<file path="config.mk">
export PLATFORM = sky130hd
export DESIGN_NAME = inst_fetch
export DESIGN_NICKNAME = d
export VERILOG_FILES = /design/src/rtl/inst_fetch.sv
export SDC_FILE = /design/constraint.sdc
export NUM_CORES = 1
export LEC_CHECK = 0
export CAP_MARGIN = 25
export CORE_MARGIN = 2
export CORE_UTILIZATION = 47
export DETAILED_ROUTE_END_ITERATION = 6
export GPL_TIMING_DRIVEN = 0
export PLACE_DENSITY = 0.77
export SETUP_SLACK_MARGIN = 0.1
export SLEW_MARGIN = 30
export SYNTH_ARGS = -nofsm -noshare
export SYNTH_HDL_FRONTEND = slang
export SYNTH_SLANG_ARGS = --single-unit
</file>
<file path="constraint.sdc">
create_clock -name clk -period 2.3 [get_ports clk]
set_input_delay 0.46 -clock clk [delete_from_list [all_inputs] [get_ports clk]]
set_output_delay 0.46 -clock clk [all_outputs]
set_load 0.005 [all_outputs]
</file>
<file path="src/rtl/inst_fetch.sv">
// Instruction fetch stage: PC, one-cycle-latency imem requests, 2-entry {pc, inst}
// output buffer with valid/ready, redirect flush and a sticky misalignment fault.
module inst_fetch #(
   parameter logic [31:0] RESET_PC = 32'h0000_0000
) (
   input  logic        clk,
   input  logic        rst,
   output logic        imem_req,
   output logic [31:0] imem_addr,
   input  logic [31:0] imem_rdata,
   input  logic        redirect,
   input  logic [31:0] redirect_pc,
   output logic        out_valid,
   input  logic        out_ready,
   output logic [31:0] out_inst,
   output logic [31:0] out_pc,
   output logic        fault
);

   localparam int unsigned XLEN  = 32;
   localparam int unsigned DEPTH = 2;

   typedef enum logic {
      MODE_RUN   = 1'b0,
      MODE_FAULT = 1'b1
   } mode_e;

   mode_e             mode_q, mode_d;
   logic [XLEN-1:0]   pc_q, pc_d;
   logic [XLEN-1:0]   fifo_pc_q   [DEPTH];
   logic [XLEN-1:0]   fifo_pc_d   [DEPTH];
   logic [XLEN-1:0]   fifo_inst_q [DEPTH];
   logic [XLEN-1:0]   fifo_inst_d [DEPTH];
   logic              rd_ptr_q, rd_ptr_d;
   logic              wr_ptr_q, wr_ptr_d;
   logic [1:0]        count_q, count_d;
   logic              inflight_q, inflight_d;
   logic [XLEN-1:0]   inflight_pc_q, inflight_pc_d;
   logic              kill_q, kill_d;

   logic              pop;
   logic              push;
   logic [2:0]        occ;

   // Next-state and output decode
   always_comb begin
      mode_d        = mode_q;
      pc_d          = pc_q;
      fifo_pc_d     = fifo_pc_q;
      fifo_inst_d   = fifo_inst_q;
      rd_ptr_d      = rd_ptr_q;
      wr_ptr_d      = wr_ptr_q;
      count_d       = count_q;
      inflight_d    = 1'b0;
      inflight_pc_d = inflight_pc_q;
      kill_d        = 1'b0;
      imem_req      = 1'b0;
      imem_addr     = pc_q;
      out_valid     = 1'b0;
      out_pc        = fifo_pc_q[rd_ptr_q];
      out_inst      = fifo_inst_q[rd_ptr_q];
      fault         = (mode_q == MODE_FAULT);
      pop           = 1'b0;
      push          = inflight_q & ~kill_q;
      occ           = {1'b0, count_q} + 3'(inflight_q);

      case (mode_q)
         MODE_RUN: begin
            out_valid = (count_q != 2'd0) & ~redirect;
            pop       = out_valid & out_ready;
            if (redirect) begin
               count_d  = 2'd0;
               rd_ptr_d = 1'b0;
               wr_ptr_d = 1'b0;
               if (redirect_pc[1:0] == 2'b00) begin
                  pc_d   = redirect_pc;
                  kill_d = inflight_q;
               end else begin
                  mode_d = MODE_FAULT;
               end
            end else begin
               // Issue only when the buffer can absorb this request, counting this cycle's pop
               if (~rst && (occ < 3'd2 + 3'(pop))) begin
                  imem_req      = 1'b1;
                  pc_d          = pc_q + 32'd4;
                  inflight_d    = 1'b1;
                  inflight_pc_d = pc_q;
               end
               if (push) begin
                  fifo_pc_d[wr_ptr_q]   = inflight_pc_q;
                  fifo_inst_d[wr_ptr_q] = imem_rdata;
                  wr_ptr_d              = ~wr_ptr_q;
               end
               if (pop) begin
                  rd_ptr_d = ~rd_ptr_q;
               end
               count_d = count_q + 2'(push) - 2'(pop);
            end
         end
         MODE_FAULT: begin
            count_d = 2'd0;
         end
      endcase
   end

   // State registers
   always_ff @(posedge clk) begin
      if (rst) begin
         mode_q        <= MODE_RUN;
         pc_q          <= RESET_PC;
         for (int i = 0; i < int'(DEPTH); i++) begin
            fifo_pc_q[i]   <= '0;
            fifo_inst_q[i] <= '0;
         end
         rd_ptr_q      <= 1'b0;
         wr_ptr_q      <= 1'b0;
         count_q       <= 2'd0;
         inflight_q    <= 1'b0;
         inflight_pc_q <= '0;
         kill_q        <= 1'b0;
      end else begin
         mode_q        <= mode_d;
         pc_q          <= pc_d;
         fifo_pc_q     <= fifo_pc_d;
         fifo_inst_q   <= fifo_inst_d;
         rd_ptr_q      <= rd_ptr_d;
         wr_ptr_q      <= wr_ptr_d;
         count_q       <= count_d;
         inflight_q    <= inflight_d;
         inflight_pc_q <= inflight_pc_d;
         kill_q        <= kill_d;
      end
   end

endmodule

</file>
==> results.toml, run 1 <==
[status]
status = "completed"

[clock_network]
cts-hold-fix-buffers = 0
worstSkewPairLatency_ns = 0.45
clock-sinks = 199
clock-root-buffer = "clkbuf_16"
numCtsBuffers = 17
cts_buffer_depth = 2
cts_tree = "done"
clkSlewWorstSetupHoldPaths_ns = 0.08
h-tree-depth = 4

[routing]
dr.pass1.iters = 7
route.detailed.drc = 0
met3_length_um = 2350
drt-wirelength-per-cell_um = 17.8
ant_nets = 0
dr_wl_met2_um = 13000
drt-initial-drc-count = 886
via_per_inst = 5.68
drt-met1-wl_um = 11400
maxUsedRoutingLayer = "met4"
drt_wl_total_um = 27600
vias = 8811

[timing]
post-route-period-util = 0.976
slew_headroom = 0.517
finalMaxSlewViolations = 0
setup_slack_ns = 0.0560
fmax_mhz = 446
post-route-min-period_ns = 2.24
rsz0062_at_grt = "yes"
whs_ns = 0.455
setup-tns-final_ns = 0
tightest_slew_ns = 0.725
final.setup_skew_ns = 0.0103
hold_viol_final = 0
setup_viol = 0

[job]
maxCapViolCount = 0

[synth]
syn-num-nets = 1161
synth_ff_type = "dfxtp_1"
synth_edf_count = 0
ys_types = 50
ys_ff_latch = 199
synthArstFlopShare = 0
ys_warn_count = 0
syn_area_mm2 = 0.00858
syn_inst = 1088
syn_area_per_cell_um2 = 7.89
yosysSeqAreaShare = 0.464

[placed_design]
portBuffers = 166
place_ws_ns = -1.25
hpwl_um = 18200
place_area_mm2 = 0.0106
gp_congestion = 0.948

[setup_path]
cp_slowest_cell = "dfxtp_4"
critPathMaxFanout = 6
critPathArrivalTime_ns = 1.78
crit_path_end_kind = "output pin"
cpPeakStageDelay_ns = 0.37
worstSetupStartpointType = "flip-flop"
crit_type = "reg -> out"
required_ns = 1.84
crit_chain = "ha_4 > o31ai_4 > nand2_2 > clkinv_4 > buf_8 > buf_6"

[layout]
ff_latch_area_mm2 = 0.00403
fin_area_mm2 = 0.0118
finish.utilization = 0.655
multiInputGateArea_mm2 = 0.00441
fill_cells = 1495
fin_nets = 1383
diodes = 0
areaGrowthSynthToFinish_pct = 37.0
drive_above_1_share = 0.185

[global_routing]
grt_usage = 0.276
antenna_found_initial = 0
grt_pass1_wl_um = 43000
grt_pass1_vias = 8268
grt_max_degree = 20
overflow = 0

[die]
die_area_mm2 = 0.0194
initial_core_util = 0.478
rows = 49
die_width_um = 139
ios = 167
fp.dieH_um = 139
coreArea_mm2 = 0.0180

[power_and_ir_drop]
irDropWorstVdd_v = 0.000608
p_leak_uw = 0.00440
cellPowerDensity_mw_per_mm2 = 616

[worst_hold_path]
hold_path_class = "reg -> reg"
==> repair_timing <==
item	CTS	global route
setup buffers	30	8
resized for setup	240	94
endpoints found under the setup margin	249	212
pin swaps	9	7
==> final cells by class <==
type                    instances  area share
multi-input cells             792       0.375
flip-flops and latches        199       0.342
clock buffers                  17      0.0362
inverters                      13     0.00458
plain buffers                  83      0.0470
well taps                     229      0.0244
repair buffers                204       0.157
clock inverters                15      0.0134
==> placed cells by master, fill, tap and decap left out, types with 5 or more instances in the layout <==
cell               n
nand2_1          353
a21oi_1          184
dfxtp_1          184
clkdlybuf4s50_1   99
mux2_2            50
clkbuf_1          37
clkbuf_2          31
buf_4             31
nor2_1            26
clkbuf_16         23
buf_2             23
o21ai_0           21
dlygate4sd2_1     21
nand3_1           17
mux2_4            14
clkdlybuf4s15_1   14
inv_1             12
buf_6             12
nand4_1           11
and3_1            10
o31ai_1           10
dfxtp_4            9
a31oi_1            8
a32o_1             6
dfxtp_2            6
nor3_1             5
a21o_1             5
nor4_1             5
a211oi_1           5
inv_8              5
==> worst max-delay path, delay by kind of cell (launching register included) <==
kind / cells / cell delay (ns)
flip-flops: 1 / 0.37
AO/OA/AOI/OAI: 1 / 0.31
buffers and inverters: 3 / 0.29
adder cells (fa/ha/maj): 1 / 0.24
AND/OR/NAND/NOR: 1 / 0.14
==> logic make-up after synthesis <==
family / share of synthesized area
AOI/OAI and AO/OA: 0.175
xor gates and xnor gates: 0.00306
adders and majority gates: 0.00729
buffers and inverters: 0.0439
DFF: 0.464
muxes: 0.0875
and+or+nand+nor: 0.219
==> power by group <==
part           internal (uW)  leakage [uW]  switching [uW]
Combinational            322       0.00250             369
Sequential              3490       0.00162            71.9
Clock                   1540      0.000280            1450
==> layer usage <==
| layer | vias up | track usage |
|---|---|---|
| li1 | 4160 | - |
| met1 | 4102 | 0.367 |
| met2 | 470 | 0.440 |
| met3 | 79 | 0.0573 |
| met4 | 0 | 0.109 |
| met5 | - | 0 |
==> synthesized netlist by cell type, drive strengths merged, types with 10 or more instances <==
master / number / share of area
and3: 10 / 0.0073
nand3: 18 / 0.011
nor2: 28 / 0.012
o31ai: 11 / 0.0096
clkbuf: 76 / 0.033
o21ai: 23 / 0.013
a21oi: 185 / 0.11
dfxtp: 199 / 0.46
mux2: 64 / 0.084
inv: 12 / 0.0052
nand2: 354 / 0.15
nand4: 11 / 0.0080
==> metrics by stage <==
step	total power, uW	instances
global placement	4260	1483
global route	7460	1552
finish	7250	1552
floorplan	3910	1088
CTS	7220	1545
detailed placement	4260	1483
==> final timing paths <==
check                                from  slack (ns)  cells after the start                           end
max                 count_q[0]$_SDFF_PP0_        0.06                      6                      imem_req
min          fifo_inst_q[34]$_SDFFE_PP0P_        0.45                      2  fifo_inst_q[34]$_SDFFE_PP0P_
max reg2reg     imem_addr[4]$_SDFFE_PP0P_        0.17                      7    imem_addr[27]$_SDFFE_PP0P_
min reg2reg  fifo_inst_q[34]$_SDFFE_PP0P_        0.45                      2  fifo_inst_q[34]$_SDFFE_PP0P_
==> sequential cells by signal, indices dropped and copies added (netlist names), 2 cells and up <==
signal	count
fifo_pc_q	64
imem_addr	32
count_q	2
fifo_inst_q	64
inflight_pc_q	32
(Power assumes the default switching activity.)
==> run 2: changes to the inputs <==
Settings changed: SKIP_CTS_REPAIR_TIMING set to 1.
==> run 2 against run 1 <==
  * The run now ends with negative setup slack left
  * Die area unchanged
  * Largest cell class unchanged
  * Fmax down 6.7%
  * Critical path type unchanged
  * Register-to-register slack worse by 0.02 ns
  * Combinational power up 1%
  * Setup slack worse by 0.16 ns
  * Count of clock-buffer cells in the layout unchanged
  * Via count about the same
  * Worst hold slack worse by 0.0011 ns
==> results.toml, run 2 (synthesis results as in run 1) <==
[status]
status = "finished, violations left"
failed_checks = "negative setup slack"

[routing]
vias = 8809
dr.pass1.iters = 6
drt_wl_total_um = 27500
drt-wirelength-per-cell_um = 17.6
via_per_inst = 5.65
route.detailed.drc = 0
drt-initial-drc-count = 895
ant_nets = 0

[setup_path]
crit_chain = "ha_4 > ha_4 > nor4_4 > nand2_2 > clkinvlp_4 > buf_6 > clkbuf_2"
worstSetupStartpointType = "flip-flop"
cp_slowest_cell = "dfxtp_2"
critPathMaxFanout = 6
path_buf_inv = 3
critPathTopFamily = "simple AND/OR/NAND/NOR gates"
crit_type = "reg -> out"
critPathArrivalTime_ns = 1.95
crit_path_start = "count_q[0]$_SDFF_PP0_"
required_ns = 1.84
cpPeakStageDelay_ns = 0.36
cpMostUsedCell = "ha_4"
r2r_start = "imem_addr[2]$_SDFFE_PP0P_"
crit_path_end_kind = "output pin"

[die]
fp.dieH_um = 139
die_width_um = 139
die_area_mm2 = 0.0194
coreArea_mm2 = 0.0180
initial_core_util = 0.478
ios = 167
rows = 49

[layout]
fin_nets = 1391
fill_cells = 1466
layout_commonest_cell = "nand2_1"
diodes = 0
top_regs = "fifo_inst_q x64, fifo_pc_q x64"
drive_above_1_share = 0.171
areaGrowthSynthToFinish_pct = 39.7
mostFrequentLayoutCells = "352 x nand2_1, 186 x dfxtp_1, 184 x a21oi_1"
fin_cells = 1560

[placed_design]
hpwl_um = 18200
dp.cells = 1483
place_ws_ns = -1.25
portBuffers = 166
gp_congestion = 0.948

[global_routing]
grt_usage = 0.261
grt_max_degree = 20
overflow = 0
grt_pass1_wl_um = 40900
grt_pass1_vias = 7895
antenna_found_initial = 0

[timing]
slew_headroom = 0.539
post-route-period-util = 1.05
finalMaxSlewViolations = 0
hold_viol_final = 0
tightest_slew_ns = 0.691
post-route-min-period_ns = 2.41
final.setup_skew_ns = 0.0114
setup_viol = 1
rsz0062_at_grt = "yes"
whs_ns = 0.454
setup-tns-final_ns = -0.106
fmax_mhz = 416
setup_slack_ns = -0.106

[worst_hold_path]
hp-start = "fifo_inst_q[7]$_SDFFE_PP0P_"
hold_path_class = "reg -> reg"

[power_and_ir_drop]
irDropWorstVdd_v = 0.000595
p_leak_uw = 0.00529
cellPowerDensity_mw_per_mm2 = 605

[job]
maxCapViolCount = 0

[clock_network]
clock-root-buffer = "clkbuf_16"
clock-sinks = 199
numCtsBuffers = 17
clkSlewWorstSetupHoldPaths_ns = 0.08
worstSkewPairLatency_ns = 0.45
h-tree-depth = 4
cts_buffer_depth = 2
cts_tree = "done"
## run 2: cell types whose count changed in the layout (fill, tap and decap cells not counted), moves of 3 or more
cell	previous run	this run
dlymetal6s2s_1	0	58
dlygate4sd2_1	21	0
clkbuf_16	23	18
clkdlybuf4s15_1	14	0
mux2_4	14	6
buf_4	31	40
dfxtp_2	6	10
clkbuf_8	4	0
clkbuf_2	31	28
buf_12	1	6
dfxtp_4	9	3
buf_2	23	4
mux2_2	50	58
## run 2: worst paths after layout
check,endpoint,slack (ns),cells after the start
max reg2reg,imem_addr[27]$_SDFFE_PP0P_,0.15,7
max,imem_req,-0.11,7
min,fifo_inst_q[7]$_SDFFE_PP0P_,0.45,2
min reg2reg,fifo_inst_q[7]$_SDFFE_PP0P_,0.45,2
## run 2: per-stage QoR
stage | area, um^2 | util | total power, uW
finish | 12000 | 0.668 | 7250
global placement | 10600 | 0.588 | 4260
global route | 12000 | 0.668 | 7480
CTS | 11200 | 0.621 | 7190
detailed placement | 10600 | 0.588 | 4260
floorplan | 8620 | - | 3910
## run 2: cell type report
cell class	instances	area (um^2)	area share
plain buffers	84	512	0.0427
clock buffers	17	425	0.0355
clock inverters	15	158	0.0131
inverters	13	52.6	0.00438
multi-input cells	792	4380	0.365
flip-flops and latches	199	4010	0.334
well taps	229	287	0.0239
repair buffers	211	2170	0.181
## run 2: routing by layer
metal	share of wire	vias to the layer above	routed length, um	global-route usage
li1	-	4184	-	-
met1	0.42	4081	11400	0.356
met3	0.085	63	2340	0.0511
met5	0	-	0	0
met4	0.028	0	773	0.0914
met2	0.47	481	12900	0.414
## run 2: power breakdown
group	internal [uW]	switching [uW]
Clock	1540	1440
Sequential	3500	73.3
Combinational	332	365
## run 2: tightest hold or removal path: stages (launching register included)
cell     delay, ns
dfxtp_1       0.31
nand2_1       0.05
a21oi_1       0.05
==> patch 1 (settings of run 1) <==
The localparam `DEPTH` goes from 2 to 4.
--- a/src/rtl/inst_fetch.sv
+++ b/src/rtl/inst_fetch.sv
@@ -19,5 +19,5 @@
 
    localparam int unsigned XLEN  = 32;
-   localparam int unsigned DEPTH = 2;
+   localparam int unsigned DEPTH = 4;
 
    typedef enum logic {
Check against the original RTL: same outputs for any inputs over 4 cycles, from zero or initial values and one cycle with rst high; that may be too few to reach the edited logic, so the function may still have changed.
==> patch 1 against run 1 <==
  * Worst setup slack lost 16 ps
  * Synthesized area up 1.1%
  * Power up 3.1%
  * Largest power group unchanged
  * Routed wire length grew 0.46%
  * Final cell count is 0.32% higher
  * Critical path type unchanged
  * Sequential cell count is the same
  * Clock skew decreased by 0.89 ps
  * Cell area grew 1.0%
==> patch 1: results (changes against run 1) <==
Route
  • Pre-Repair DR Iteration Count: 5 (was 7)
  • Vias per cell: 5.63 (was 5.68)
  • Initial DRC count: 649 (was 886)
  • Detailed Route WL: 27800 µm (was 27600 µm)
  • Vias: 8766 (was 8811)

STA
  • Worst-Margin Slew: 736 ps (was 725 ps)
  • Hold slack: 417 ps (was 455 ps)
  • Worst Skew: 9.40 ps (was 10.3 ps)

Critical path
  • CP Max Fanout: 7 (was 6)
  • Crit path DAT: 1800 ps (was 1780 ps)

Place
  • Placed Area: 10600 µm² (about the same)
  • Placed wire-length estimate: 17900 µm (was 18200 µm)
  • Placed cells: 1493 (was 1483)
  • # port buffers: 165 (was 166)
  • GP Congestion: 0.929 (was 0.948)
  • Dpl ws: -865 ps (was -1250 ps)

GRT
  • Total track usage: 0.276 (about the same)
  • Largest net degree at the start of global routing: 19 (was 20)
  • First-pass GRT wire length: 43600 µm (was 43000 µm)
  • Vias in the first global route: 8396 (was 8268)
  • Initial antenna violation count: 0 (unchanged)

Logic synthesis
  • Most area-consuming cells after synthesis: dfxtp_1 46%, nand2_1 15%, a21oi_1 11% (unchanged)
  • Yosys cell types: 52 (was 50)
  • Yosys warns: 0 (unchanged)
  • Syn Area/Cell: 7.90 µm² (was 7.89 µm²)
  • Register area share after synthesis: 0.459 (was 0.464)
  • Synth top cells by count: 356 x nand2_1, 199 x dfxtp_1, 185 x a21oi_1, 64 x mux2_2, 50 x clkbuf_1 (was 354 x nand2_1, 199 x dfxtp_1, 185 x a21oi_1, 75 x clkbuf_1, 64 x mux2_2)
  • Synth Net Count: 1172 (was 1161)

Layout
  • Top flop regs: fifo_inst_q x64, fifo_pc_q x64 (unchanged)
  • Final Net Count: 1388 (was 1383)
  • # fillers: 1517 (was 1495)
  • Layout cells sized above 1: 0.190 (was 0.185)
  • Storage cell area: 4000 µm² (was 4030 µm²)

CTS
  • Root Driver: clkbuf_16 (unchanged)
  • Maximum clock insertion buffer count: 2 (unchanged)

Pwr
  • Static Leak: 4.46 nW (was 4.40 nW)
  • Peak VDD IR: 654 µV (was 608 µV)

Run status
  • Status: complete, no violations (unchanged)

Min path
  • Worst hold-check path type: input port to flop (was flop to flop)
-- patch 1: worst paths after layout --
check / depth (start not counted) / end / start
hold reg to reg: 2 / fifo_inst_q[115] / fifo_inst_q[115]
hold / removal: 3 / count_q[1] / redirect
setup reg to reg: 13 / inflight_pc_q[10] / count_q[0]
setup / recovery: 6 / out_inst[18] / rd_ptr_q
-- patch 1: power breakdown --
group | switching (mW) | internal (mW) | leakage, nW
sequential | 0.0759 | 3.50 | 1.61
combinational | 0.378 | 0.349 | 2.56
clock | 1.40 | 1.77 | 0.296
total | 1.85 | 5.62 | 4.46
-- patch 1: logic make-up after synthesis --
| kind of cell | count (synthesis) | share of synthesized area |
|---|---|---|
| AND/OR/NAND/NOR | 460 | 0.223 |
| buffers and inverters | 99 | 0.0490 |
| AO/OA/AOI/OAI | 268 | 0.174 |
| XOR/XNOR | 2 | 0.00202 |
| adder cells (fa/ha/maj) | 5 | 0.00721 |
| multiplexers | 66 | 0.0854 |
| flip-flops | 199 | 0.459 |
-- patch 1: repair_timing --
item	CTS	global route
setup endpoints to repair	177	142
gates resized for setup	258	55
pin swaps	2	5
setup buffers	29	4
gates cloned	0	3
-- patch 1: cell type report --
cell class / instances / share of cell area
buffer: 86 / 0.0486
sequential: 199 / 0.337
tap: 229 / 0.0241
timing repair buffer: 199 / 0.161
clock inverter: 14 / 0.0154
clock buffer: 18 / 0.0370
multi-input combinational: 801 / 0.373
inverter: 11 / 0.00369
-- patch 1: metal layers --
metal,GRT usage,wire [µm],vias up
li1,-,-,4181
met2,0.443,12900,403
met3,0.0496,2310,47
met5,0,0,-
met4,0.110,781,0
met1,0.370,11800,4135
-- patch 1: through the flow --
step	util	power [mW]
after floorplan	-	3.93
after detailed placement	0.589	4.28
after global placement	0.589	4.28
after global routing	0.659	7.68
final	0.659	7.47
after CTS	0.651	7.44
-- patch 1: worst max-delay path, stage by stage, from the launching register on --
cell       delay (ps)
dfxtp_4           360
clkbuf_16         170
buf_12            120
clkbuf_16         150
buf_8             130
mux2_4            310
buf_6             120
==> patch 2 (config.mk and constraints of run 1) <==
Made on the original files. Reset style: asynchronous (`rst`), changed in one clocked block.
--- a/src/rtl/inst_fetch.sv
+++ b/src/rtl/inst_fetch.sv
@@ -105,5 +105,5 @@
 
    // State registers
-   always_ff @(posedge clk) begin
+   always_ff @(posedge clk or posedge rst) begin
       if (rst) begin
          mode_q        <= MODE_RUN;
Behaviour: differs if rst is asserted again (counterexample within 4 cycles, from zero or initial values and one cycle with rst high); with rst held inactive, the same outputs for 4 cycles.
==> patch 2 against run 1 <==
  * The run now ends with negative setup slack left
  * Largest power group unchanged
  * Count of clock-buffer cells in the layout is 4 higher
  * Worst setup slack worse by 56 ps
  * Via count is 23% lower
  * Utilization is 1.5 points higher
  * Critical endpoint is now out_inst[4]
  * Synthesized area is 5.5% higher
  * Sequential cell count stayed put
  * Clock power is 8.0% higher
  * Cell area is 7.3% higher
  * Routed wire length is 12% lower
  * Power is 8.7% higher
==> patch 2: results (changes against run 1) <==
GRT
  • Vias in the first global route: 6950 (was 8268)
  • Initial antenna violation count: 1 (was 0)
  • First-pass GRT wire length: 37500 µm (was 43000 µm)
  • Largest net degree at the start of global routing: 31 (was 20)
  • Total track usage: 0.239 (was 0.276)

Logic synthesis
  • Syn Area/Cell: 12.9 µm² (was 7.89 µm²)
  • Synth Net Count: 777 (was 1161)
  • Synth async-reset ratio: 1.00 (was 0)
  • Synth top cells by count: 216 x mux2_2, 199 x dfrtp_1, 34 x o21ai_0, 31 x a21oi_1, 26 x nand2_1 (was 354 x nand2_1, 199 x dfxtp_1, 185 x a21oi_1, 75 x clkbuf_1, 64 x mux2_2)
  • Register area share after synthesis: 0.550 (was 0.464)
  • Top FF cell, synth: dfrtp_1 (was dfxtp_1)
  • Yosys warns: 0 (unchanged)
  • Yosys cell types: 52 (was 50)
  • Most area-consuming cells after synthesis: dfrtp_1 55%, mux2_2 27%, o21ai_0 1.9% (was dfxtp_1 46%, nand2_1 15%, a21oi_1 11%)

CTS
  • Root Driver: clkbuf_16 (unchanged)
  • Clk pin slew, worst setup/hold paths: 70 ps
  • CTS Buf Count: 17 (unchanged)
  • Htree depth: 4 (unchanged)
  • Maximum clock insertion buffer count: 2 (unchanged)
  • Clk_lat worst skew: 440 ps

STA
  • Post-route setup slack: -0.432 ps (was 56.0 ps)
  • Final setup violating endpoints: 1 (was 0)
  • Worst Skew: 15.4 ps (was 10.3 ps)
  • Max-slew headroom: 0.524 (was 0.517)

Critical path
  • Slowest-stage cell, CP: dfrtp_2 (was dfxtp_4)
  • CP peak stage delay: 440 ps (was 370 ps)
  • CP top delay family: buffers and inverters (was flip-flops)
  • Crit path DAT: 1840 ps (was 1780 ps)
  • CP Max Fanout: 7 (was 6)
  • Worst setup SP type: flop (unchanged)

Pwr
  • Static Leak: 6.14 nW (was 4.40 nW)
  • P_int: 6.03 mW (was 5.36 mW)
  • Peak VDD IR: 546 µV (was 608 µV)

Route
  • Detailed Route WL: 24200 µm (was 27600 µm)
  • Vias: 6748 (was 8811)
  • Pre-Repair DR Iteration Count: 5 (was 7)
  • Initial DRC count: 619 (was 886)

Layout
  • Final Net Count: 1008 (was 1383)
  • Fin cells: 1207 (was 1552)
  • Top flop regs: fifo_inst_q x64, fifo_pc_q x64 (unchanged)
  • Layout cells sized above 1: 0.439 (was 0.185)
  • ANT cells: 0 (unchanged)

Run status
  • Status: finished with violations (was complete, no violations)
  • Failing checks: negative setup slack

Place
  • Placed cells: 1138 (was 1483)
  • # port buffers: 166 (unchanged)
  • Placed wire-length estimate: 15900 µm (was 18200 µm)
  • GP Congestion: 0.867 (was 0.948)

Min path
  • Worst hold-check path type: flop to flop (unchanged)
[patch 2: metrics by stage]
stage	setup TNS [ps]	instance area (µm²)	setup slack [ps]	total power [mW]
final	-0.432	12600	-0.432	7.87
after global routing	-77.7	12600	-41.3	8.17
after detailed placement	-88900	11200	-871	4.68
after CTS	-56.3	12300	-20.8	7.91
after global placement	-568170	11000	-2340	4.63
after floorplan	-146140	9060	-734	4.18
[patch 2: final cells by class]
type / instances / area [µm²]
well taps: 260 / 325
inverters: 8 / 33.8
flip-flops and latches: 199 / 4980
plain buffers: 44 / 378
clock inverters: 10 / 166
clock buffers: 21 / 470
fillers: 1350 / 6210
repair buffers: 212 / 2190
multi-input cells: 453 / 4070
[patch 2: what timing repair did]
action                                  in CTS  in global routing
endpoints found under the setup margin     175                117
pin swaps                                    5                  2
buffers inserted                            29                  7
resized for setup                          305                 79
cloned                                       2                  1
[patch 2: power by group through the flow]
stage	sequential [mW]	combinational [mW]	clock [mW]
floorplan	3.88	0.304	0
global placement	3.94	0.690	0
detailed placement	3.94	0.743	0
CTS	3.88	0.743	3.29
global route	3.91	0.829	3.43
finish	3.88	0.758	3.23
[patch 2: routing by layer]
layer / global-route usage / part of all wire / vias to the layer above
li1: - / - / 3036
met3: 0.0634 / 0.079 / 35
met4: 0.0589 / 0.015 / 2
met5: 0 / 0.00050 / -
met2: 0.403 / 0.49 / 294
met1: 0.310 / 0.42 / 3381
[patch 2: cell families (layout without fill, tap and decap cells)]
family	count (synthesis)	in the layout	synth area share
AND/OR/NAND/NOR	122	122	0.0731
adder cells (fa/ha/maj)	5	5	0.00691
flip-flops	199	199	0.550
AO/OA/AOI/OAI	104	104	0.0694
XOR/XNOR	2	2	0.00193
buffers and inverters	52	295	0.0254
multiplexers	220	220	0.273
[patch 2: worst paths after layout]
path	start	end	slack [ps]	cells past startpoint
min	fifo_inst_q[45]	fifo_inst_q[45]	490	1
min reg2reg	fifo_inst_q[45]	fifo_inst_q[45]	490	1
max	rd_ptr_q	out_inst[4]	-0.4	6
min in group asynchronous	rst	fifo_inst_q[15]	520	2
max reg2reg	imem_addr[7]	imem_addr[22]	140	5
max in group asynchronous	rst	imem_addr[10]	850	5
